### src/rtl/logcap_cmd_master.sv
// Hub-side command initiator for the logic capture core: drives regIn/command,
// waits for the status acknowledge, captures regOut and clears the handshake.
module logcap_cmd_master #(
    parameter int TIMEOUT_CYCLES = 1000000,
    parameter int TO_W           = 20
) (
    input  logic        clk,
    input  logic        reset,
    input  logic        req_valid,
    output logic        req_ready,
    input  logic [7:0]  req_opcode,
    input  logic [63:0] req_payload,
    output logic        rsp_valid,
    input  logic        rsp_ready,
    output logic [63:0] rsp_data,
    output logic [7:0]  rsp_status,
    output logic        rsp_timeout,
    output logic [63:0] cap_reg_in,
    output logic [7:0]  cap_command,
    output logic        cap_command_strobe,
    input  logic [7:0]  cap_status,
    input  logic [63:0] cap_reg_out
);

    localparam logic [2:0] S_IDLE     = 3'd0;
    localparam logic [2:0] S_PRECLR   = 3'd1;
    localparam logic [2:0] S_PREWAIT  = 3'd2;
    localparam logic [2:0] S_ISSUE    = 3'd3;
    localparam logic [2:0] S_WAIT_ACK = 3'd4;
    localparam logic [2:0] S_CLEAR    = 3'd5;
    localparam logic [2:0] S_WAIT_CLR = 3'd6;
    localparam logic [2:0] S_RESPOND  = 3'd7;

    localparam logic [7:0]      OP_NOP  = 8'h00;
    localparam logic [7:0]      OP_ACK  = 8'h08;
    localparam logic [TO_W-1:0] TO_LAST = TO_W'(TIMEOUT_CYCLES - 1);

    logic [2:0]      state;
    logic [7:0]      opcode_q;
    logic [TO_W-1:0] to_cnt;
    logic            ack;
    logic            to_hit;

    assign ack       = cap_status[3];
    assign to_hit    = (to_cnt == TO_LAST);
    assign req_ready = (state == S_IDLE);
    assign rsp_valid = (state == S_RESPOND);

    // Strobes come only from single-cycle states, so they can never be back to back.
    always_comb begin
        cap_command_strobe = 1'b0;
        cap_command        = 8'h00;
        case (state)
            S_PRECLR, S_CLEAR: begin
                cap_command_strobe = 1'b1;
                cap_command        = OP_ACK;
            end
            S_ISSUE: begin
                cap_command_strobe = 1'b1;
                cap_command        = opcode_q;
            end
            default: ;
        endcase
    end

    // The counter rests at zero outside the wait states, so it is clear on entry.
    always_ff @(posedge clk) begin
        if (reset) begin
            state       <= S_IDLE;
            opcode_q    <= '0;
            cap_reg_in  <= '0;
            to_cnt      <= '0;
            rsp_data    <= '0;
            rsp_status  <= '0;
            rsp_timeout <= 1'b0;
        end else begin
            to_cnt <= '0;
            case (state)
                S_IDLE: begin
                    if (req_valid) begin
                        opcode_q   <= req_opcode;
                        cap_reg_in <= req_payload;
                        state      <= ack ? S_PRECLR : S_ISSUE;
                    end
                end
                S_PRECLR: state <= S_PREWAIT;
                S_PREWAIT: begin
                    if (!ack) begin
                        state <= S_ISSUE;
                    end else if (to_hit) begin
                        rsp_timeout <= 1'b1;
                        rsp_data    <= '0;
                        rsp_status  <= cap_status;
                        state       <= S_RESPOND;
                    end else begin
                        to_cnt <= to_cnt + TO_W'(1);
                    end
                end
                S_ISSUE: begin
                    if (opcode_q == OP_NOP) begin
                        rsp_data   <= '0;
                        rsp_status <= cap_status;
                        state      <= S_RESPOND;
                    end else if (opcode_q == OP_ACK) begin
                        rsp_data   <= '0;
                        rsp_status <= cap_status;
                        state      <= S_WAIT_CLR;
                    end else begin
                        state <= S_WAIT_ACK;
                    end
                end
                S_WAIT_ACK: begin
                    if (ack) begin
                        rsp_data   <= cap_reg_out;
                        rsp_status <= cap_status;
                        state      <= S_CLEAR;
                    end else if (to_hit) begin
                        rsp_timeout <= 1'b1;
                        rsp_data    <= '0;
                        rsp_status  <= cap_status;
                        state       <= S_RESPOND;
                    end else begin
                        to_cnt <= to_cnt + TO_W'(1);
                    end
                end
                S_CLEAR: state <= S_WAIT_CLR;
                S_WAIT_CLR: begin
                    if (!ack) begin
                        state <= S_RESPOND;
                    end else if (to_hit) begin
                        rsp_timeout <= 1'b1;
                        state       <= S_RESPOND;
                    end else begin
                        to_cnt <= to_cnt + TO_W'(1);
                    end
                end
                S_RESPOND: begin
                    if (rsp_ready) begin
                        rsp_timeout <= 1'b0;
                        state       <= S_IDLE;
                    end
                end
                default: state <= S_IDLE;
            endcase
        end
    end

endmodule
### config.mk
export PLATFORM = sky130hd
export DESIGN_NAME = logcap_cmd_master
export DESIGN_NICKNAME = d
export VERILOG_FILES = /design/src/rtl/logcap_cmd_master.sv
export SDC_FILE = /design/constraint.sdc
export NUM_CORES = 1
export LEC_CHECK = 0
export CAP_MARGIN = 10
export CELL_PAD_IN_SITES_DETAIL_PLACEMENT = 1
export CELL_PAD_IN_SITES_GLOBAL_PLACEMENT = 2
export CORE_MARGIN = 1.5
export CORE_UTILIZATION = 37
export DETAILED_ROUTE_END_ITERATION = 8
export DONT_BUFFER_PORTS = 1
export GPL_TIMING_DRIVEN = 0
export PLACE_DENSITY = 0.81
export SYNTH_ARGS = -nofsm -noshare
export SYNTH_HDL_FRONTEND = slang
export SYNTH_SLANG_ARGS = --single-unit
### constraint.sdc
create_clock -name clk -period 2.9 [get_ports clk]
set_input_delay 0.435 -clock clk [delete_from_list [all_inputs] [get_ports clk]]
set_output_delay 0.435 -clock clk [all_outputs]
set_load 0.02 [all_outputs]
==> results of run 1 <==
==> worst reg2reg max path: cells and delay by family, from the launching register on <==
family / cells / cell delay [ps]
flops: 1 / 480
simple gates: 3 / 1120
buf+inv: 1 / 440
compound gates: 1 / 210
==> final timing paths <==
check	from	end	slack [ps]	depth (start not counted)
hold reg to reg	to_cnt[0]	to_cnt[0]	450	1
hold / removal	cap_reg_out[18]	rsp_data[18]	140	1
setup / recovery	state[0]	cap_command_strobe	520	3
setup reg to reg	state[2]	rsp_data[19]	600	5
==> layer usage <==
layer  GRT usage  wire length, µm  vias up
li1            -                -     2270
met1       0.182             5930     2301
met2       0.371             9340      195
met3      0.0721             1810       32
met4      0.0886              497        0
met5           0                0        -
==> metrics by stage <==
step | hold slack [ps] | area [µm²] | worst slack [ps] | power, µW
after global placement | 430 | 6320 | 153 | 3320
after CTS | 122 | 6900 | 125 | 5590
after detailed placement | 440 | 6320 | 146 | 3360
final | 145 | 6910 | 519 | 5520
after global routing | 124 | 6910 | 325 | 5780
after floorplan | 418 | 6050 | 935 | 3170
==> cell type report <==
| type | count | area [µm²] |
|---|---|---|
| Clock inverter | 13 | 145 |
| Multi-Input combinational cell | 435 | 2450 |
| Tap cell | 216 | 270 |
| Clock buffer | 18 | 429 |
| Fill cell | 1864 | 9030 |
| Buffer | 45 | 226 |
| Sequential cell | 168 | 3360 |
| Timing Repair Buffer | 1 | 12.5 |
| Inverter | 5 | 18.8 |
==> state kept, by name (all words and copies together) (netlist names) <==
| name | cells |
|---|---|
| rsp_status | 8 |
| state | 3 |
| opcode_q | 8 |
| rsp_timeout | 1 |
| cap_reg_in | 64 |
| rsp_data | 64 |
| to_cnt | 20 |
==> layout by cell type, fill, tap and decap left out, types with 7 or more instances in the layout <==
master,synthesis,final
a21oi_1,75,75
a22o_1,60,60
and2_1,8,8
buf_2,9,9
clkbuf_1,29,30
clkbuf_16,0,17
dfxtp_1,168,168
mux2i_1,9,9
nand2_1,159,159
nand2b_1,17,17
nor2_1,32,32
xnor2_1,7,7
xor2_1,11,11
==> power by group through the flow <==
| stage | clock network (µW) | logic (µW) | registers [µW] |
|---|---|---|---|
| final | 2220 | 584 | 2720 |
| after detailed placement | 0 | 584 | 2770 |
| after global placement | 0 | 554 | 2770 |
| after floorplan | 0 | 443 | 2730 |
| after global routing | 2380 | 665 | 2740 |
| after CTS | 2280 | 586 | 2720 |
==> kinds of logic (layout without fill, tap and decap cells) <==
logic type	count (synthesis)	count (layout)	synth area share
AND/OR/NAND/NOR	251	251	0.183
flip-flops	168	168	0.556
AO/OA/AOI/OAI	156	156	0.177
buffers and inverters	50	82	0.0405
XOR/XNOR	18	18	0.0261
multiplexers	9	9	0.0149
adder cells (fa/ha/maj)	1	1	0.00207
==> cell usage after synthesis, drive strengths merged (2+ instances only) <==
cell type	count
a22o	64
xnor2	7
nor4	3
mux2i	9
nor2	32
and2	8
o21ai	6
a21boi	2
clkbuf	30
nand2b	17
nand4	5
xor2	11
inv	5
nor3	7
nand3	6
dfxtp	168
nand2	160
a211oi	3
a21oi	76
buf	15
and3	3
==> impl_metrics.yaml, run 1 <==
die:
  io_pins: 296
  chipWidth_um: 131
  rows: 46
  die_h_um: 131
  core_mm2: 0.0159
  initial_core_util: 0.380
  die_area_mm2: 0.0171
placement:
  dpl.hpwl_mm: 13.5
  place.port_buffers: 0
  place.gp.congestion: 0.737
  dp.cells: 869
clock_tree:
  cts_buffer_depth: 2
  cts_hold_buf: 0
  clock-root-buffer: "clkbuf_16"
  cts.sinks: 168
  cts_buffers: 17
  clk_latency_ps: 410
  htreeDepth: 4
  post_cts_buffers: 0
  ctsResizeCount: 0
  cts_tree: "done"
  path_clk_slew_ps: 60
routing:
  drt-initial-drc-count: 129
  remaining_drc_errors: 0
  wl_per_cell_um: 19.5
  drtPass1Iterations: 4
  viasPerCell: 5.33
  wirelength_mm: 17.6
  antenna_left: 0
  vias: 4798
yosys:
  syn_nets: 802
  synthCells: 653
  synth_top_area_cell: "dfxtp_1"
  async_flop_share: 0
  synth-edff-count: 0
  dominantRegCellSynth: "dfxtp_1"
  synth_top_cell_area_share: 0.556
  synth_warnings: 0
  syn-cell-area_mm2: 0.00605
  ys_types: 46
  synthTopCellsByArea: "dfxtp_1, nand2_1, a22o_1"
  ys_ff_latch: 168
  seq_area_frac_synth: 0.556
  avgSynthCellArea_um2: 9.27
pwr:
  leakage_uw: 0.00256
  p_comb_frac: 0.106
  p_clk_frac: 0.402
  p_switching_uw: 1600
  powerDensity_mw_per_mm2: 799
  pwr-share-seq: 0.492
  swShare: 0.289
  internal_power_uw: 3930
  vdd_drop_max_mv: 0.371
global_routing:
  grt-ovfl-total: 0
  grt_usage: 0.193
  antenna_found_initial: 0
  first_global_vias: 4834
  grt_pass1_wl_mm: 25.2
  grt_max_degree: 17
run:
  cap_violations: 0
finish:
  fin_util: 0.434
  stdcell_count: 901
  area_growth_syn_to_layout_pct: 14.2
  num-nets-final: 822
  drive_gt1_frac: 0.0847
  n_antenna_cell: 0
critical_path:
  critPathMaxFanout: 10
  end_kind: "output port"
  criticalPathCategory: "reg2out"
  crit_path_start_kind: "flip-flop"
  cp_data_required_time_ps: 2470
  worst_ep_arrival_time_ps: 1950
  path_buf_inv: 2
  crit_family: "compound AO/OA/AOI/OAI gates"
  worstPathCellList: "clkbuf_2 > clkbuf_1 > a21boi_0"
  max_stage_delay_ps: 690
  crit_slowest_cell: "a21boi_0"
timing:
  max_slew_margin: 0.477
  fin_worst_skew_ps: 7.23
  slew_viol_final: 0
  fin_setup_tns_ps: 0
  fmax_mhz: 420
  fin_crit_ps: 2380
  worst_pin_slew_ps: 778
  rsz0062_at_grt: "no"
  fin_crit_sh: 0.821
  setup_violations: 0
  finalHoldViolations: 0
min_path:
  holdCritPathClass: "in2reg"
run_status:
  status: "completed"
Power figures use the tool's default switching activity.
==> inputs of run 2 (changes only) <==
CORE_UTILIZATION = 31   (was 37)
PLACE_DENSITY = 0.72   (was 0.81)
clock period = 2.1 ns   (was 2.9 ns; I/O delays follow)
==> run 2 against run 1 <==
Effect of this change:
- die area up 19%
- count of clock-buffer cells in the layout unchanged
- via count up 1.6%
- combinational power up 49%
- sequential share of layout area down 2.6 points
- clock power up 49%
- first-iteration DRC count up 26%
- global-route usage down 2.0 points
- setup slack worse by 450 ps
- final cell count up 7.9%
==> impl_metrics.yaml, run 2 (synthesis results as in run 1) <==
critical_path:
  reg2regPathDepth: 8
  crit_slowest_cell: "or3_4"
  worstPathCellList: "ha_4 > nand2_2 > or3_4 > nor3_4 > a211oi_4 > buf_12 > buf_6 > a22o_1"
  r2r-end: "rsp_data[47]"
  crit_family: "simple AND/OR/NAND/NOR gates"
  rrSetupSlack_ps: 70
  cp_data_required_time_ps: 2410
  end_kind: "flip-flop"
  worst_ep_arrival_time_ps: 2340
  criticalPathCategory: "reg2reg"
  path_buf_inv: 2
  critPathMaxFanout: 10
  max_stage_delay_ps: 400
  crit_path_start_kind: "flip-flop"
  r2r_start: "to_cnt[0]"
min_path:
  whs_path_depth: 1
  worstHoldEndpoint: "rsp_data[23]"
  holdCritPathClass: "in2reg"
  hold_start: "cap_reg_out[23]"
global_routing:
  antenna_found_initial: 2
  grt_pass1_wl_mm: 27.0
  first_global_vias: 5013
  grt_usage: 0.174
  grt_max_degree: 17
  grt-ovfl-total: 0
clock_tree:
  clock-root-buffer: "clkbuf_16"
  cts_buffers: 17
  clk_latency_ps: 420
  htreeDepth: 4
  cts_buffer_depth: 2
  path_clk_slew_ps: 70
  cts_tree: "done"
  cts.sinks: 168
timing:
  fin_crit_sh: 0.965
  fin_worst_skew_ps: 8.80
  finalHoldViolations: 0
  fin_crit_ps: 2030
  fmax_mhz: 493
  max_slew_margin: 0.546
  slew_viol_final: 0
  finalWorstSetupSlack_ps: 73.6
  worst_pin_slew_ps: 674
  rsz0062_at_grt: "no"
  setup_violations: 0
placement:
  place.gp.congestion: 0.767
  place_ws_ps: -505
  placed_area_mm2: 0.00638
  dpl.hpwl_mm: 13.8
  place.port_buffers: 0
die:
  die_h_um: 143
  io_pins: 296
  rows: 50
  core_mm2: 0.0189
  die_area_mm2: 0.0204
  chipWidth_um: 143
  initial_core_util: 0.320
finish:
  drive_gt1_frac: 0.116
  final_cell_mix: "dfxtp_1, nand2_1, a21oi_1"
  final_common_cell: "dfxtp_1"
  reg_top3: "cap_reg_in (64), rsp_data (64), to_cnt (20)"
  num-nets-final: 845
  area_growth_syn_to_layout_pct: 20.9
  design_area_mm2: 0.00731
routing:
  vias: 4873
  remaining_drc_errors: 0
  drt-initial-drc-count: 162
  drtPass1Iterations: 4
  wl_per_cell_um: 19.1
  antenna_left: 0
  viasPerCell: 5.01
  wirelength_mm: 18.5
pwr:
  vdd_drop_max_mv: 0.529
  leakage_uw: 0.00272
  powerDensity_mw_per_mm2: 1080
run_status:
  status: "completed"
run:
  cap_violations: 0
run 2: cell count changes in the layout (fill, tap and decap cells not counted), moves of 3 or more:
cell           previous run  this run
dlygate4sd3_1             0        21
clkinv_4                  0         3
diode_2                   0         3
clkbuf_2                  1        12
clkbuf_1                 30        19
run 2: final cells by class:
cell class	instances	area, µm²
antenna	3	7.51
buffer	45	240
clock buffer	18	429
clock inverter	14	185
fill	2179	11600
inverter	5	18.8
multi-input combinational	435	2500
sequential	168	3370
tap	260	325
timing repair buffer	24	245
run 2: power breakdown:
| group | internal [µW] | total [µW] | switching, µW |
|---|---|---|---|
| sequential | 3390 | 3750 | 361 |
| clock | 1910 | 3300 | 1390 |
| combinational | 308 | 872 | 563 |
| total | 5610 | 7920 | 2320 |
run 2: worst register-to-register path, stage by stage, from the launching register on:
cell and delay (ps):
dfxtp_2 360, ha_4 160, nand2_2 70, or3_4 400, nor3_4 280, a211oi_4 110
buf_12 160, buf_6 140, a22o_1 240
run 2: worst max path at each step:
stage / startpoint / end / slack (ps) / depth (start not counted)
final: to_cnt[0] / rsp_data[47] / 70 / 8
after global routing: state[2] / cap_command[2] / 2 / 3
after CTS: to_cnt[0] / rsp_data[47] / 30 / 7
after detailed placement: state[0] / cap_reg_in[1] / -510 / 6
after global placement: state[0] / cap_reg_in[23] / -410 / 6
after floorplan: to_cnt[0] / rsp_data[0] / 130 / 7
run 2: repair_timing:
action / in CTS / in global routing
setup buffers: 2 / 1
hold buffers: 16 / 5
pin swaps: 1 / 4
gates resized for setup: 12 / 26
hold endpoints to repair: 16 / 5
setup endpoints to repair: 153 / 161
gates cloned: 0 / 0
run 2: metal layers:
| metal | global-route usage | routed length (µm) | vias to the layer above |
|---|---|---|---|
| met5 | 0 | 0 | - |
| met4 | 0.0819 | 454 | 0 |
| met3 | 0.0691 | 1760 | 28 |
| met2 | 0.306 | 9480 | 206 |
| met1 | 0.181 | 6840 | 2323 |
| li1 | - | - | 2316 |
run 2: stage by stage:
stage               TNS [ps]  hold WS, ps  total power [µW]  cells  utilization
floorplan                  0          418              4380    653            -
global placement      -36550          429              4590    913        0.337
detailed placement    -43010          445              4630    913        0.337
CTS                        0        0.202              7990    963        0.381
global route               0        0.773              8300    971        0.387
finish                     0         17.1              7920    972        0.387
==> inputs of run 3 (changes only) <==
CORE_UTILIZATION = 30   (was 31)
PLACE_DENSITY = 0.7   (was 0.72)
==> run 3 against run 2 <==
Effect of this change:
- flip-flop and latch count did not move
- wire length is 1.6% higher
- largest cell class unchanged
- final cell count increased by 2.3%
- via count rose by 2.5%
- critical endpoint is now rsp_data[55]
- total power shrank 2.4%
- clock skew up 5.1 ps
- setup slack better by 30 ps
- critical path type unchanged
- non-clock buffer count up 20
==> impl_metrics.yaml, run 3 (synthesis results as in run 1) <==
global_routing:
  grt_max_degree: 18
  first_global_vias: 5105
  grt_pass1_wl_mm: 28.9
  grt-ovfl-total: 0
  grt_usage: 0.175
  antenna_found_initial: 0
routing:
  drt-initial-drc-count: 125
  wl_per_cell_um: 18.9
  remaining_drc_errors: 0
  drtPass1Iterations: 6
  viasPerCell: 5.02
  vias: 4994
  antenna_left: 0
  wirelength_mm: 18.8
finish:
  stdcell_count: 994
  final_common_cell: "dfxtp_1"
  reg_top3: "cap_reg_in (64), rsp_data (64), to_cnt (20)"
  n_antenna_cell: 0
  num-nets-final: 865
  drive_gt1_frac: 0.114
  fill_cells: 2292
  final_cell_mix: "dfxtp_1, nand2_1, a21oi_1"
  area_growth_syn_to_layout_pct: 23.5
  fin_util: 0.380
  design_area_mm2: 0.00747
placement:
  place.gp.congestion: 0.823
  place.port_buffers: 0
  place_ws_ps: -499
  dpl.hpwl_mm: 13.9
  placed_area_mm2: 0.00638
  dp.cells: 918
die:
  core_mm2: 0.0197
  rows: 51
  die_area_mm2: 0.0210
  initial_core_util: 0.308
  chipWidth_um: 145
  io_pins: 296
  die_h_um: 145
timing:
  slew_viol_final: 0
  worst_pin_slew_ps: 689
  fin_crit_sh: 0.951
  fin_crit_ps: 2000
  max_slew_margin: 0.536
  fin_worst_skew_ps: 13.9
  fmax_mhz: 501
  finalHoldViolations: 0
  setup_violations: 0
  finalWorstSetupSlack_ps: 103
pwr:
  internal_power_uw: 5360
  p_comb_frac: 0.117
  p_total_uw: 7730
  p_clk_frac: 0.397
  pwr-share-seq: 0.485
  powerDensity_mw_per_mm2: 1030
  swShare: 0.307
  vdd_drop_max_mv: 0.483
  leakage_uw: 0.00278
  p_switching_uw: 2370
clock_tree:
  cts_buffers: 17
  cts.sinks: 168
  htreeDepth: 4
  clk_latency_ps: 430
  cts_buffer_depth: 2
  clock-root-buffer: "clkbuf_16"
  path_clk_slew_ps: 70
  cts_tree: "done"
critical_path:
  crit_slowest_cell: "or3_4"
  cp_data_required_time_ps: 2410
  worst_ep_arrival_time_ps: 2310
  crit_path_start_kind: "flip-flop"
  worstPathCellList: "ha_4 > nand2_2 > or3_4 > nor3_4 > a211oi_4 > buf_12 > buf_6 > a22o_1"
  critPathMaxFanout: 10
  max_stage_delay_ps: 400
  criticalPathCategory: "reg2reg"
  end_kind: "flip-flop"
run:
  cap_violations: 0
min_path:
  holdCritPathClass: "in2reg"
run_status:
  status: "completed"
[run 3: changes by cell type in the layout (fill, tap and decap cells not counted), sizes merged]
cell and delta:
clkinvlp +3, clkbuf +1, dlygate4sd3 +20, bufinv -3, inv +2, diode -3
clkinv -3
[run 3: per-stage QoR]
stage | setup TNS, ps | hold WS [ps]
2_1_floorplan | 0 | 418
3_3_place_gp | -40050 | 433
3_5_place_dp | -45290 | 438
4_1_cts | -204 | 0.197
5_1_grt | -0.136 | 0.910
6_report | 0 | 18.5
[run 3: final cells by class]
| class | instances | area (µm²) | area share |
|---|---|---|---|
| Multi-Input combinational cell | 435 | 2490 | 0.333 |
| Timing Repair Buffer | 44 | 445 | 0.0596 |
| Sequential cell | 168 | 3370 | 0.450 |
| Buffer | 45 | 240 | 0.0321 |
| Clock inverter | 13 | 128 | 0.0171 |
| Inverter | 5 | 18.8 | 0.00251 |
| Clock buffer | 19 | 453 | 0.0606 |
| Tap cell | 265 | 332 | 0.0444 |
[run 3: worst paths after layout]
kind / endpoint / cells past startpoint / slack (ps) / start
worst max-delay path: rsp_data[55] / 8 / 100 / to_cnt[0]
worst min-delay path: rsp_data[52] / 1 / 20 / cap_reg_out[52]
worst max register to register: rsp_data[55] / 8 / 100 / to_cnt[0]
worst min register to register: to_cnt[0] / 1 / 450 / to_cnt[0]
[run 3: routing by layer]
metal  GRT usage  up-vias  wire length, µm
met2       0.309      219             9650
met5           0        -                0
li1            -     2348                -
met1       0.184     2384             7080
met3      0.0635       43             1520
met4      0.0851        0              578
[run 3: critical path, delay by kind of cell, from the launching register on]
kind / cells / cell delay (ps)
AOI/OAI and AO/OA: 2 / 360
buffers and inverters: 2 / 300
and+or+nand+nor: 3 / 720
adders and majority gates: 1 / 150
DFF: 1 / 360
[run 3: power by group through the flow]
stage                     sequential (µW)  combinational [µW]  clock, µW
final                                3750                 907       3070
after global routing                 3780                1020       3310
after CTS                            3760                 879       3160
after detailed placement             3830                 807          0
after global placement               3820                 764          0
after floorplan                      3760                 611          0
[run 3: repair_timing]
action / in CTS / in global routing
hold buffers: 34 / 7
endpoints found under the setup margin: 146 / 143
buffers inserted: 2 / 1
hold endpoints to repair: 34 / 7
pin swaps: 1 / 4
resized for setup: 10 / 27
gates cloned: 0 / 0
